===== src/rtl/oka_12bit_seq_ctrl.sv =====
// Sequential 12-bit carry-less Karatsuba multiplier: one 6x6 carry-less core
// reused for the even, odd and cross-term products, recombined into a 23-bit result.

module oka_6bit (
  input  logic [5:0]  a,
  input  logic [5:0]  b,
  output logic [10:0] p
);
  always_comb begin
    p = '0;
    for (int i = 0; i < 6; i++) begin
      if (b[i]) p = p ^ ({5'b0, a} << i);
    end
  end
endmodule

module oka_12bit_seq_ctrl #(
  parameter int N = 12
) (
  input  logic           clk,
  input  logic           rst,
  input  logic           in_valid,
  output logic           in_ready,
  input  logic [N-1:0]   a_in,
  input  logic [N-1:0]   b_in,
  input  logic           flush,
  output logic           out_valid,
  input  logic           out_ready,
  output logic [2*N-2:0] y_out,
  output logic           busy
);
  localparam int HALF = N / 2;

  if (N != 12) begin : g_n_check
    $error("oka_12bit_seq_ctrl: N must be 12");
  end

  typedef enum logic [2:0] {
    IDLE  = 3'd0,
    MUL_E = 3'd1,
    MUL_O = 3'd2,
    MUL_X = 3'd3,
    DONE  = 3'd4
  } state_t;

  state_t              state;
  logic [N-1:0]        a_r, b_r;
  logic [2*HALF-2:0]   pe_r, po_r, core_p;
  logic [2*N-2:0]      y_r;
  logic [HALF-1:0]     ae, ao, be, bo, core_a, core_b;

  // Interleave each 11-bit half product onto the even bit positions.
  function automatic logic [2*(2*HALF-1)-2:0] spr(input logic [2*HALF-2:0] p);
    logic [2*(2*HALF-1)-2:0] r;
    r = '0;
    for (int i = 0; i < 2*HALF-1; i++) r[2*i] = p[i];
    return r;
  endfunction

  // The cross term Pe^Po^Px equals ae*bo ^ ao*be and lands on the odd bits.
  function automatic logic [2*N-2:0] recombine(input logic [2*HALF-2:0] pe,
                                               input logic [2*HALF-2:0] po,
                                               input logic [2*HALF-2:0] px);
    return {2'b00, spr(pe)} ^ {spr(po), 2'b00} ^ {1'b0, spr(pe ^ po ^ px), 1'b0};
  endfunction

  always_comb begin
    for (int i = 0; i < HALF; i++) begin
      ae[i] = a_r[2*i];
      ao[i] = a_r[2*i+1];
      be[i] = b_r[2*i];
      bo[i] = b_r[2*i+1];
    end
  end

  always_comb begin
    core_a = '0;
    core_b = '0;
    case (state)
      MUL_E:   begin core_a = ae;      core_b = be;      end
      MUL_O:   begin core_a = ao;      core_b = bo;      end
      MUL_X:   begin core_a = ae ^ ao; core_b = be ^ bo; end
      default: begin core_a = '0;      core_b = '0;      end
    endcase
  end

  oka_6bit u_core (
    .a (core_a),
    .b (core_b),
    .p (core_p)
  );

  always_ff @(posedge clk or posedge rst) begin
    if (rst) begin
      state <= IDLE;
      a_r   <= '0;
      b_r   <= '0;
      pe_r  <= '0;
      po_r  <= '0;
      y_r   <= '0;
    end else if (flush) begin
      state <= IDLE;
    end else begin
      case (state)
        IDLE: begin
          if (in_valid) begin
            a_r   <= a_in;
            b_r   <= b_in;
            state <= MUL_E;
          end
        end
        MUL_E: begin
          pe_r  <= core_p;
          state <= MUL_O;
        end
        MUL_O: begin
          po_r  <= core_p;
          state <= MUL_X;
        end
        MUL_X: begin
          y_r   <= recombine(pe_r, po_r, core_p);
          state <= DONE;
        end
        DONE: begin
          if (out_ready) state <= IDLE;
        end
        default: state <= IDLE;
      endcase
    end
  end

  assign in_ready  = (state == IDLE) && !flush;
  assign busy      = (state != IDLE);
  assign out_valid = (state == DONE);
  assign y_out     = out_valid ? y_r : '0;

endmodule

===== config.mk =====
export PLATFORM = sky130hd
export DESIGN_NAME = oka_12bit_seq_ctrl
export DESIGN_NICKNAME = d
export VERILOG_FILES = /design/src/rtl/oka_12bit_seq_ctrl.sv
export SDC_FILE = /design/constraint.sdc
export NUM_CORES = 1
export LEC_CHECK = 0
export CORE_MARGIN = 1.5
export CORE_UTILIZATION = 55
export DETAILED_ROUTE_END_ITERATION = 8
export PLACE_DENSITY = 0.8
export SETUP_SLACK_MARGIN = 0.2
export SYNTH_ARGS = -nofsm -noshare
export SYNTH_HDL_FRONTEND = slang
export SYNTH_SLANG_ARGS = --single-unit
export TNS_END_PERCENT = 10

===== constraint.sdc =====
create_clock -name clk -period 3.2 [get_ports clk]
set_clock_uncertainty 0.15 [all_clocks]
set_input_delay 0.8 -clock clk [delete_from_list [all_inputs] [get_ports clk]]
set_output_delay 0.8 -clock clk [all_outputs]
set_load 0.02 [all_outputs]

-- Yosys cells after proc, flatten, opt, wreduce, memory -nomap -nowiden
Cells that the tools add are included.
- register bits: 72
- input port bits: 29
- output and inout bits: 26
- word-level logic and storage cells: 46
- equal/unequal tests: 6
- mux-type cells: 13
- bitwise operators: 12
- reduce and logical (&&, ||, !) cells: 9
- operators by type and width (cell ; number):
    11-bit 2-to-1 mux ; 5
    6-bit case mux with 3 select lines ; 2
    11-bit bitwise XOR ; 3
    23-bit 2-to-1 mux ; 1
    21-bit by 23-bit bitwise XOR with 23-bit output ; 1
    23-bit by 22-bit bitwise XOR with 23-bit output ; 1
    3-bit case mux with 5 select lines ; 1
    6-bit bitwise XOR ; 2
    11-bit by 10-bit bitwise XOR with 11-bit output ; 1
    11-bit by 7-bit bitwise XOR with 11-bit output ; 1
    11-bit by 8-bit bitwise XOR with 11-bit output ; 1
    11-bit by 9-bit bitwise XOR with 11-bit output ; 1
    3-bit 2-to-1 mux ; 3
    2-bit AND reduction ; 4
    3-bit by 2-bit equality test with 1-bit output (second input constant) ; 2
    6-bit 2-to-1 mux ; 1
    3-bit by 1-bit equality test with 1-bit output (second input constant) ; 1
    3-bit equality test (second input constant) ; 1
    3-bit logical NOT ; 1
    3-bit by 2-bit inequality test with 1-bit output (second input constant) ; 1
    3-bit inequality test (second input constant) ; 1
    3-bit AND reduction ; 1
    3-bit nonzero test ; 1
    1-bit logical AND ; 1
    2 further kinds ; 2

-- Longest topological paths before layout
Gate-level depths: netlist (run 1).
- depth after elaboration: 15
- gate-level depth with buffers: 9
- depth with buffers taken out: 6

-- Cells and area by module
Synthesis (run 1) repeated with hierarchy kept, for this count alone.
- cells, all modules: 361
- area total of the unflattened synthesis: 3861.2 µm²
- by module, submodules not included (module ; instances ; cells each ; area an instance (µm²) ; sequential area each (µm²)):
    oka_12bit_seq_ctrl ; 1 ; 303 ; 3475.8 ; 1801.7
    oka_6bit ; 1 ; 58 ; 385.4 ; 0.0

-- Least setup slack after synthesis (run 1)
No wires, ideal clock.
- path type: register to output
- start: register state[2]
- end: output port out_valid
- arrival time: 1.483 ns
- data required time: 2.250 ns
- setup slack: 0.767 ns
- stages on the path, launching flop included: 6
- buffers on the path: 3
- cells stage by stage: dfrtp_1 inv_1 buf_4 buf_4 buf_4 nor3_1
- cells in the longest elaborated chain, start to end: 1
- RTL lines (item ; RTL line ; text):
    from (decl) ; 46 ; state_t state;
    from (signal assigned) ; 95 ; state <= IDLE;
    from (signal assigned) ; 102 ; state <= IDLE;
    from (signal assigned) ; 109 ; state <= MUL_E;
    3-bit equality test ; 134 ; assign out_valid = (state == DONE);
    to (decl) ; 27 ; output logic out_valid,
Every way passes these cells.

-- Worst setup path after layout (run 1)
- start: register state[1]
- end: output port out_valid
The elaborated chain is that of the path after synthesis.

==> results of run 1 <==
==> kinds of logic (layout without fill, tap and decap cells) <==
family          after synthesis  in the layout
simple gates                144            144
flops                        72             72
xor+xnor                     66             66
compound gates               41             41
mux                          27             27
buf+inv                      25             83
==> per-stage QoR <==
| stage | std cells | util | instance area, um2 | setup WS [ns] | hold WS, ns |
|---|---|---|---|---|---|
| after CTS | 529 | 0.700 | 4830 | 0.116 | 0.330 |
| after global placement | 513 | 0.667 | 4610 | 0.136 | 0.305 |
| after global routing | 529 | 0.701 | 4840 | 0.150 | 0.347 |
| final | 529 | 0.701 | 4840 | 0.298 | 0.321 |
| after floorplan | 375 | - | 3990 | 0.425 | 0.288 |
| after detailed placement | 513 | 0.667 | 4610 | 0.147 | 0.311 |
==> flip-flops by register name, indices dropped and copies added, names as in the netlist <==
| register | cells |
|---|---|
| y_r | 23 |
| a_r | 12 |
| b_r | 12 |
| pe_r | 11 |
| po_r | 11 |
| state | 3 |
==> timing repair <==
item | 4_1_cts | 5_1_grt
resized for setup | 1 | 2
setup endpoints to repair | 22 | 23
buffers inserted | 0 | 0
hold buffers | 0 | 0
==> how the worst max path moves through the flow <==
stage | slack, ns | to | startpoint
after detailed placement | 0.15 | in_ready | flush
after global placement | 0.14 | in_ready | flush
final | 0.30 | out_valid | state[1]$_DFFE_PP0P_
after global routing | 0.15 | out_valid | state[2]$_DFFE_PP0P_
after CTS | 0.12 | in_ready | flush
after floorplan | 0.43 | a_r[0]$_DFFE_PP0P_ | rst
==> power by group through the flow <==
stage	registers [mW]	clock network (mW)	logic, mW
3_5_place_dp	1.35	0	0.846
5_1_grt	1.37	0.844	0.937
3_3_place_gp	1.34	0	0.819
2_1_floorplan	1.31	0	0.679
6_report	1.33	0.795	0.847
4_1_cts	1.34	0.813	0.856
==> cell usage in the layout (no fill, tap or decap), types with 2 or more instances in the layout <==
| cell | instances |
|---|---|
| mux2_2 | 27 |
| xnor3_2 | 2 |
| o21ai_0 | 38 |
| nand3_1 | 35 |
| o21ai_1 | 3 |
| dfrtp_1 | 72 |
| xor2_1 | 13 |
| nand3b_1 | 2 |
| clkbuf_8 | 10 |
| clkbuf_1 | 2 |
| buf_4 | 10 |
| nand2_4 | 6 |
| xor2_2 | 10 |
| and3_1 | 25 |
| xor3_1 | 2 |
| xnor3_1 | 7 |
| nor3_1 | 2 |
| clkinv_4 | 2 |
| clkdlybuf4s50_1 | 53 |
| nor2_1 | 4 |
| bufinv_16 | 2 |
| nand2_1 | 64 |
| xnor2_1 | 31 |
| nand2_2 | 4 |
==> critical path: cells and delay by family, from the launching register on <==
family                 cells  cell delay (ns)
buffers and inverters      2             0.91
DFF                        1             0.41
and+or+nand+nor            1             0.29
==> area by class of cell <==
| type | count | area share |
|---|---|---|
| clock buffer | 12 | 0.0300 |
| clock inverter | 4 | 0.0160 |
| inverter | 2 | 0.00155 |
| multi-input combinational | 278 | 0.424 |
| sequential | 72 | 0.372 |
| tap | 96 | 0.0248 |
| timing repair buffer | 65 | 0.132 |
==> routing by layer <==
| metal | GRT usage | wire length (um) |
|---|---|---|
| met1 | 0.276 | 3360 |
| met2 | 0.371 | 3830 |
| met4 | 0.0838 | 152 |
| met5 | 0 | 0 |
| met3 | 0.0396 | 318 |
==> flow_summary.ini, run 1 <==
[synth]
top_cell_type_by_total_area_after_synthesis = dfrtp_1
syn_inst = 375
synth_compound_area_frac = 0.0514
synth-warning-count = 0
ys_ff_latch = 72
synth_most_common_cell = dfrtp_1
synth-seq-area-share = 0.451
synthesis.nets = 404
post_synth_and_or_nand_nor_area_fraction = 0.180
dominant_combinational_cell_family_by_area_after_synthesis = XOR/XNOR gates
synth_async_sr_flop_share = 1.00
synth.lib_cells_used.distinct = 26
most_common_flop_cell_mapped_by_yosys = dfrtp_1
synth_enable_flop_cells = 0
ranking_of_synthesized_cells_by_instance_count = dfrtp_1 (72), nand2_1 (64), o21ai_0 (38), nand3_1 (35), xnor2_1 (31)
post_synth_mux_area_share = 0.0762
synth.avg_cell_area_um2 = 10.6
top_cells_by_area_in_the_synthesized_netlist = dfrtp_1 (45%), mux2_2 (7.6%), xnor2_1 (6.8%), nand2_1 (6.0%), o21ai_0 (4.8%)
synth_area_um2 = 3990
synth-xor-area-share = 0.205
netlist.area_leader.share = 0.451
post_synth_fa_ha_maj_area_fraction = 0

[power_and_ir_drop]
total_power_mw = 2.98
comb_power_share = 0.285
leakagePower_nw = 2.15
seq_power_share = 0.448
vdd.ir_drop.worst_v = 0.000420
power.net_switching_uw = 913
p_clk_frac = 0.267
power.share.switching = 0.307
powerDensity_nw_per_um2 = 615
internal_power_mw = 2.06

[final_layout]
area_growth_pct = 21.3
final_layout_size_suffix_gt1_frac = 0.180
antenna_cells_inserted = 0
n_fill_cell = 518
multi_input_area_um2 = 2050
finish.net_count = 457
area.sequential_um2 = 1800

[critical_path]
worstReg2RegEnd = y_r[13]$_DFFE_PP0P_
crit_type = register to output pin
worst_setup_path_end_kind = output pin
setup.worst_path.start_class = register
critical_path.slowest_cell = clkdlybuf4s50_1
timing.critical_path.slowest_cell_delay_ns = 0.66
reg2reg_from = state[1]$_DFFE_PP0P_
worst-r2r-cell-count = 7
path_max_fanout = 19
critPathRequiredTime_ns = 2.25
series_of_cell_instances_along_the_critical_path = buf_4, nor3_1, clkdlybuf4s50_1
timing.critical_path.arrival_ns = 1.95
worst-r2r-setup-slack_ns = 0.34

[clocking]
cts_htree_levels = 3
ctsLongestPathBuffers = 2
tritoncts = built
tritoncts.num_buffers = 9
clk_pin_slew_ns = 0.07
clock_insertion_delay_worst_skew_ns = 0.35
clock_tree.root_cell = clkbuf_8
clock-sinks = 72

[die]
boundary_pin_count = 55
placeableCoreArea_um2 = 6910
die_height_um = 88.2
initial_core_util = 0.578
die_width_um = 88.2
dieArea_um2 = 7780
floorplan.rows = 30

[status]
run_status = completed

[worst_hold_path]
hold_depth = 2
holdCritPathClass = register to register
hold_path.startpoint = y_r[6]$_DFFE_PP0P_
timing.hold.worst_endpoint = y_r[6]$_DFFE_PP0P_

[sta]
timing_worst_slew_pin_value_ns = 0.603
timing_max_transition_violations_final = 0
slew_headroom = 0.597
final_min_period_over_clock_period = 0.907
maxClockFrequency_mhz = 345
finalSetupTns_ns = 0
count_of_endpoints_failing_setup_in_the_final_report = 0
unrepaired_setup_endpoints_after_global_routing = yes
final-hold-violation-count = 0
period_needed_ns = 2.90

[placed_design]
placement.io_buffers = 54
hpwlAfterDp_um = 5440
globalplace.congestion = 0.759

[global_routing]
grt_util_all_layers = 0.217
grt_max_degree = 46
vias_in_the_first_global_route = 2744
grt-ovfl-total = 0
grt_pass1_wl_um = 12800
initial_antenna_violation_count = 0

[route]
detailed_router_iteration_count_before_antenna_repair = 5
wire_per_inst_um = 14.5
routed_via_density = 5.24
iteration_0_drc_count_of_the_detailed_router = 210
wl_um = 7660
post-route-drc-count = 0
route.antenna.remaining_nets = 0
dr_total_vias = 2773

[run]
maxCapViolations = 0
(Power assumes the default switching activity.)
==> run 2, diff against run 1 <==
==> constraint.sdc (replaced) <==
create_clock -name clk -period 2.75 [get_ports clk]
set_clock_uncertainty 0.15 [all_clocks]
set_input_delay 0.6875 -clock clk [delete_from_list [all_inputs] [get_ports clk]]
set_output_delay 0.6875 -clock clk [all_outputs]
set_load 0.02 [all_outputs]
==> run 2 against run 1 <==
Count of clock-buffer cells in the layout down 3. Highest routed layer unchanged. Critical endpoint is now y_out[0]. Sequential cell count unchanged. Routed wire length is 0.63% lower.
==> flow_summary.ini, run 2 (synthesized netlist as in run 1, its figures left out) <==
[global_routing]
grt-ovfl-total = 0
grt_pass1_wl_um = 12700
grt_util_all_layers = 0.216
initial_antenna_violation_count = 0
grt_max_degree = 73
vias_in_the_first_global_route = 2777

[final_layout]
n_fill_cell = 528
area.sequential_um2 = 1800
mostFrequentLayoutCell = dfrtp_1
flip_flop_count_of_the_largest_register_after_layout = 23
most-common-layout-cells = dfrtp_1 (71), nand2_1 (64), o21ai_0 (38)
antenna_cells_inserted = 0
finish.net_count = 466
registers.top_by_ff_count = y_r
area_growth_pct = 24.0
reg.largest.list = y_r: 23 flops, a_r: 12 flops, b_r: 12 flops
final_layout_size_suffix_gt1_frac = 0.215
layout_cells_excl_fill = 538
multi_input_area_um2 = 2120

[placed_design]
globalplace.congestion = 0.830
placement.io_buffers = 54
placed_cells_incl_taps = 521
hpwlAfterDp_um = 5420

[die]
boundary_pin_count = 55
initial_core_util = 0.578
die_height_um = 88.2
die_width_um = 88.2
placeableCoreArea_um2 = 6910
dieArea_um2 = 7780
floorplan.rows = 30

[critical_path]
critPathRequiredTime_ns = 1.91
setup.worst_path.start_class = register
critPathTopFamily = buffers and inverters
critical_path.slowest_cell = dfrtp_2
series_of_cell_instances_along_the_critical_path = nor2_4, clkbuf_4, and3_1, clkdlybuf4s15_1
timing.critical_path.slowest_cell_delay_ns = 0.47
timing.critical_path.buf_inv = 2
crit_type = register to output pin
path_max_fanout = 12
worst_setup_path_end_kind = output pin
timing.critical_path.arrival_ns = 1.68

[clocking]
tritoncts = built
number_of_buffers_added_to_fix_hold_violations_after_cts = 0
clock_insertion_delay_worst_skew_ns = 0.36
clock_tree.root_cell = clkbuf_8
clock-sinks = 72
clk_pin_slew_ns = 0.08
ctsLongestPathBuffers = 2
cts_htree_levels = 3
tritoncts.num_buffers = 9
cts_setup_buffers = 0

[run]
maxCapViolations = 0

[power_and_ir_drop]
leakagePower_nw = 2.25
powerDensity_nw_per_um2 = 695
seq_power_share = 0.453
vdd.ir_drop.worst_v = 0.000355
comb_power_share = 0.297
power.share.switching = 0.324
total_power_mw = 3.44
power.net_switching_mw = 1.12
internal_power_mw = 2.33
p_clk_frac = 0.250

[sta]
timing_max_transition_violations_final = 0
period_needed_ns = 2.52
slew_headroom = 0.747
final_min_period_over_clock_period = 0.915
final-hold-violation-count = 0
hold_slack_ns = 0.326
count_of_endpoints_failing_setup_in_the_final_report = 0
maxClockFrequency_mhz = 398
unrepaired_setup_endpoints_after_global_routing = yes
timing_worst_slew_pin_value_ns = 0.380
finalSetupTns_ns = 0

[route]
post-route-drc-count = 0
iteration_0_drc_count_of_the_detailed_router = 159
detailed_router_iteration_count_before_antenna_repair = 4
dr_total_vias = 2815
route.antenna.remaining_nets = 0
wire_per_inst_um = 14.1
wl_um = 7610
routed_via_density = 5.23

[worst_hold_path]
holdCritPathClass = register to register

[status]
run_status = completed
-- run 2: changes by cell type in the layout (fill, tap and decap cells not counted), sizes merged, moves of 2 or more --
cell and delta:
clkinvlp +2, dlygate4sd2 +11, inv +2, buf +8, clkdlybuf4s15 +14, clkdlybuf4s50 -25
-- run 2: cell type report --
cell class,count,area share
clock buffers,9,0.0250
clock inverters,7,0.0157
inverters,2,0.00227
multi-input cells,278,0.428
flip-flops and latches,72,0.364
well taps,96,0.0243
repair buffers,74,0.141
-- run 2: stage by stage --
stage	utilization	instance area (um2)	worst slack [ns]
floorplan	-	4000	0.334
global placement	0.677	4670	0.0514
detailed placement	0.677	4670	0.0352
CTS	0.702	4850	0.206
global route	0.717	4950	0.159
finish	0.717	4950	0.235
-- run 2: path summary, 6_finish.rpt --
check / start / end / cells after the start / slack [ns]
min reg2reg: y_r[17]$_DFFE_PP0P_ / y_r[17]$_DFFE_PP0P_ / 2 / 0.33
max: state[1]$_DFFE_PP0P_ / y_out[0] / 4 / 0.23
min: y_r[17]$_DFFE_PP0P_ / y_r[17]$_DFFE_PP0P_ / 2 / 0.33
max reg2reg: state[1]$_DFFE_PP0P_ / y_r[9]$_DFFE_PP0P_ / 7 / 0.28
max in group asynchronous: rst / pe_r[3]$_DFFE_PP0P_ / 3 / 1.52
min in group asynchronous: rst / y_r[20]$_DFFE_PP0P_ / 3 / 0.63
-- run 2: layer usage --
| layer | part of all wire | track usage | wire [um] | vias to the layer above |
|---|---|---|---|---|
| met5 | 0 | 0 | 0 | - |
| met1 | 0.43 | 0.267 | 3310 | 1356 |
| met2 | 0.51 | 0.370 | 3870 | 59 |
| met3 | 0.036 | 0.0500 | 273 | 15 |
| li1 | - | - | - | 1385 |
| met4 | 0.021 | 0.0852 | 161 | 0 |
-- run 2: power by group through the flow --
stage	logic, mW	clock network, mW	registers (mW)
after floorplan	0.790	0	1.52
after global placement	0.966	0	1.57
after detailed placement	1.00	0	1.58
after CTS	1.00	0.877	1.56
after global routing	1.14	0.929	1.60
final	1.02	0.860	1.56
-- run 2: repair_timing --
item | 4_1_cts | 5_1_grt
endpoints found under the setup margin | 26 | 28
cloned | 0 | 1
resized for setup | 31 | 27
-- run 2: worst min-delay path, delay by kind of cell, from the launching register on --
family	cells	cell delay, ns
flops	1	0.34
simple gates	1	0.04
compound gates	1	0.06
==> run 3, diff against run 2 <==
--- a/config.mk
+++ b/config.mk
@@ -9,6 +9,7 @@
 export CORE_UTILIZATION = 55
 export DETAILED_ROUTE_END_ITERATION = 8
 export PLACE_DENSITY = 0.8
+export REMOVE_ABC_BUFFERS = 1
 export SETUP_SLACK_MARGIN = 0.2
 export SYNTH_ARGS = -nofsm -noshare
 export SYNTH_HDL_FRONTEND = slang
==> run 3 against run 2 <==
Critical path depth increased by 3. Register-to-register slack gained 0.02 ns. Count of clock-buffer cells in the layout grew 3. Maximum frequency grew 2.8%. Sequential share of layout area down 0.17 points. First-iteration DRC count is 2.5% lower. Core utilization up 0.29 points. Largest power group unchanged.
==> flow_summary.ini, run 3 (synthesized netlist as in run 1, its figures left out) <==
[status]
run_status = completed

[global_routing]
grt_max_degree = 73
vias_in_the_first_global_route = 2716
grt_util_all_layers = 0.212
grt-ovfl-total = 0
grt_pass1_wl_um = 12500
initial_antenna_violation_count = 0

[die]
die_width_um = 88.2
initial_core_util = 0.578
die_height_um = 88.2
boundary_pin_count = 55
placeableCoreArea_um2 = 6910
dieArea_um2 = 7780
floorplan.rows = 30

[final_layout]
mostFrequentLayoutCell = dfrtp_1
fin_area_um2 = 4970
layout_cells_excl_fill = 537
reg.largest.list = y_r: 23 flops, a_r: 12 flops, b_r: 12 flops
final_layout_size_suffix_gt1_frac = 0.202
area_growth_pct = 24.5
registers.top_by_ff_count = y_r
antenna_cells_inserted = 0
finish.net_count = 465
flip_flop_count_of_the_largest_register_after_layout = 23
most-common-layout-cells = dfrtp_1 (72), nand2_1 (64), o21ai_0 (38)

[power_and_ir_drop]
internal_power_mw = 2.38
power.net_switching_mw = 1.06
p_clk_frac = 0.253
leakagePower_nw = 2.63
seq_power_share = 0.453
comb_power_share = 0.294
powerDensity_nw_per_um2 = 692
power.share.switching = 0.308
vdd.ir_drop.worst_v = 0.000357

[clocking]
clock-sinks = 72
ctsLongestPathBuffers = 2
clock_tree.root_cell = clkbuf_8
cts_htree_levels = 3
clk_pin_slew_ns = 0.07
tritoncts.num_buffers = 9
clock_insertion_delay_worst_skew_ns = 0.34
tritoncts = built
number_of_buffers_added_to_fix_hold_violations_after_cts = 0

[sta]
final_min_period_over_clock_period = 0.889
unrepaired_setup_endpoints_after_global_routing = no
final.setup.worst_slack_ns = 0.304
period_needed_ns = 2.45
slew_headroom = 0.752
final-hold-violation-count = 0
timing_max_transition_violations_final = 0
maxClockFrequency_mhz = 409
count_of_endpoints_failing_setup_in_the_final_report = 0
timing_worst_slew_pin_value_ns = 0.372

[placed_design]
hpwlAfterDp_um = 5220
placed_cells_incl_taps = 521
placement.io_buffers = 54
pre_cts_ws_ns = 0.00496
placed_area_um2 = 4670
globalplace.congestion = 0.808

[route]
detailed_router_iteration_count_before_antenna_repair = 4
wl_um = 7220
post-route-drc-count = 0
routed_via_density = 5.14
dr_total_vias = 2758
route.antenna.remaining_nets = 0
iteration_0_drc_count_of_the_detailed_router = 155
wire_per_inst_um = 13.4

[critical_path]
timing.critical_path.arrival_ns = 2.52
crit_type = register to register
critPathRequiredTime_ns = 2.83
path_max_fanout = 14
worst_setup_path_end_kind = register
worst-r2r-setup-slack_ns = 0.30
setup.worst_path.start_class = register

[worst_hold_path]
holdCritPathClass = register to register

[run]
maxCapViolations = 0
## run 3: cell types whose count changed in the layout (fill, tap and decap cells not counted), moves of 3 or more
cell / delta
clkdlybuf4s15_1: -12
clkbuf_8: +3
dlymetal6s2s_1: +24
xor2_4: -3
dlygate4sd2_1: -10
inv_6: -3
## run 3: cell type report
class,count,area [um2]
clock buffers,12,165
fillers,531,1930
repair buffers,73,757
multi-input cells,278,2070
well taps,96,120
flip-flops and latches,72,1800
inverters,2,7.51
clock inverters,4,51.3
## run 3: power groups by stage
stage / logic, mW / clock network (mW) / registers [mW]
after global placement: 0.966 / 0 / 1.56
after detailed placement: 1.01 / 0 / 1.58
final: 1.01 / 0.870 / 1.56
after floorplan: 0.742 / 0 / 1.54
after global routing: 1.12 / 0.940 / 1.59
after CTS: 1.01 / 0.896 / 1.56
## run 3: path summary, 6_finish.rpt
kind / from / to / cells past startpoint
setup / recovery: state[0]$_DFFE_PP0P_ / y_r[13]$_DFFE_PP0P_ / 7
hold / removal: y_r[14]$_DFFE_PP0P_ / y_r[14]$_DFFE_PP0P_ / 2
setup reg to reg: state[0]$_DFFE_PP0P_ / y_r[13]$_DFFE_PP0P_ / 7
hold reg to reg: y_r[14]$_DFFE_PP0P_ / y_r[14]$_DFFE_PP0P_ / 2
max in group asynchronous: rst / y_r[9]$_DFFE_PP0P_ / 3
min in group asynchronous: rst / a_r[10]$_DFFE_PP0P_ / 3
## run 3: through the flow
stage	hold WS, ns	utilization	power (mW)	TNS (ns)
6_report	0.323	0.720	3.44	0
5_1_grt	0.348	0.720	3.66	0
4_1_cts	0.329	0.707	3.46	0
3_5_place_dp	0.313	0.676	2.58	0
3_3_place_gp	0.300	0.676	2.52	0
2_1_floorplan	0.288	-	2.28	-13.21
## run 3: layer usage
layer,up-vias,share of wire,global-route usage
met1,1307,0.44,0.277
li1,1375,-,-
met3,8,0.042,0.0490
met2,68,0.50,0.353
met4,0,0.016,0.0639
met5,-,0,0
## run 3: timing repair
action,CTS,global route
endpoints found under the setup margin,26,28
resized for setup,2,31
buffers inserted,0,0
## run 3: worst max-delay path, cell delays in order (launching register included)
cell and delay (ns):
dfrtp_1 0.41, buf_4 0.20, nand2_1 0.11, xor2_2 0.28
nand3_1 0.13, xnor3_2 0.45, xnor3_1 0.35, mux2_2 0.26
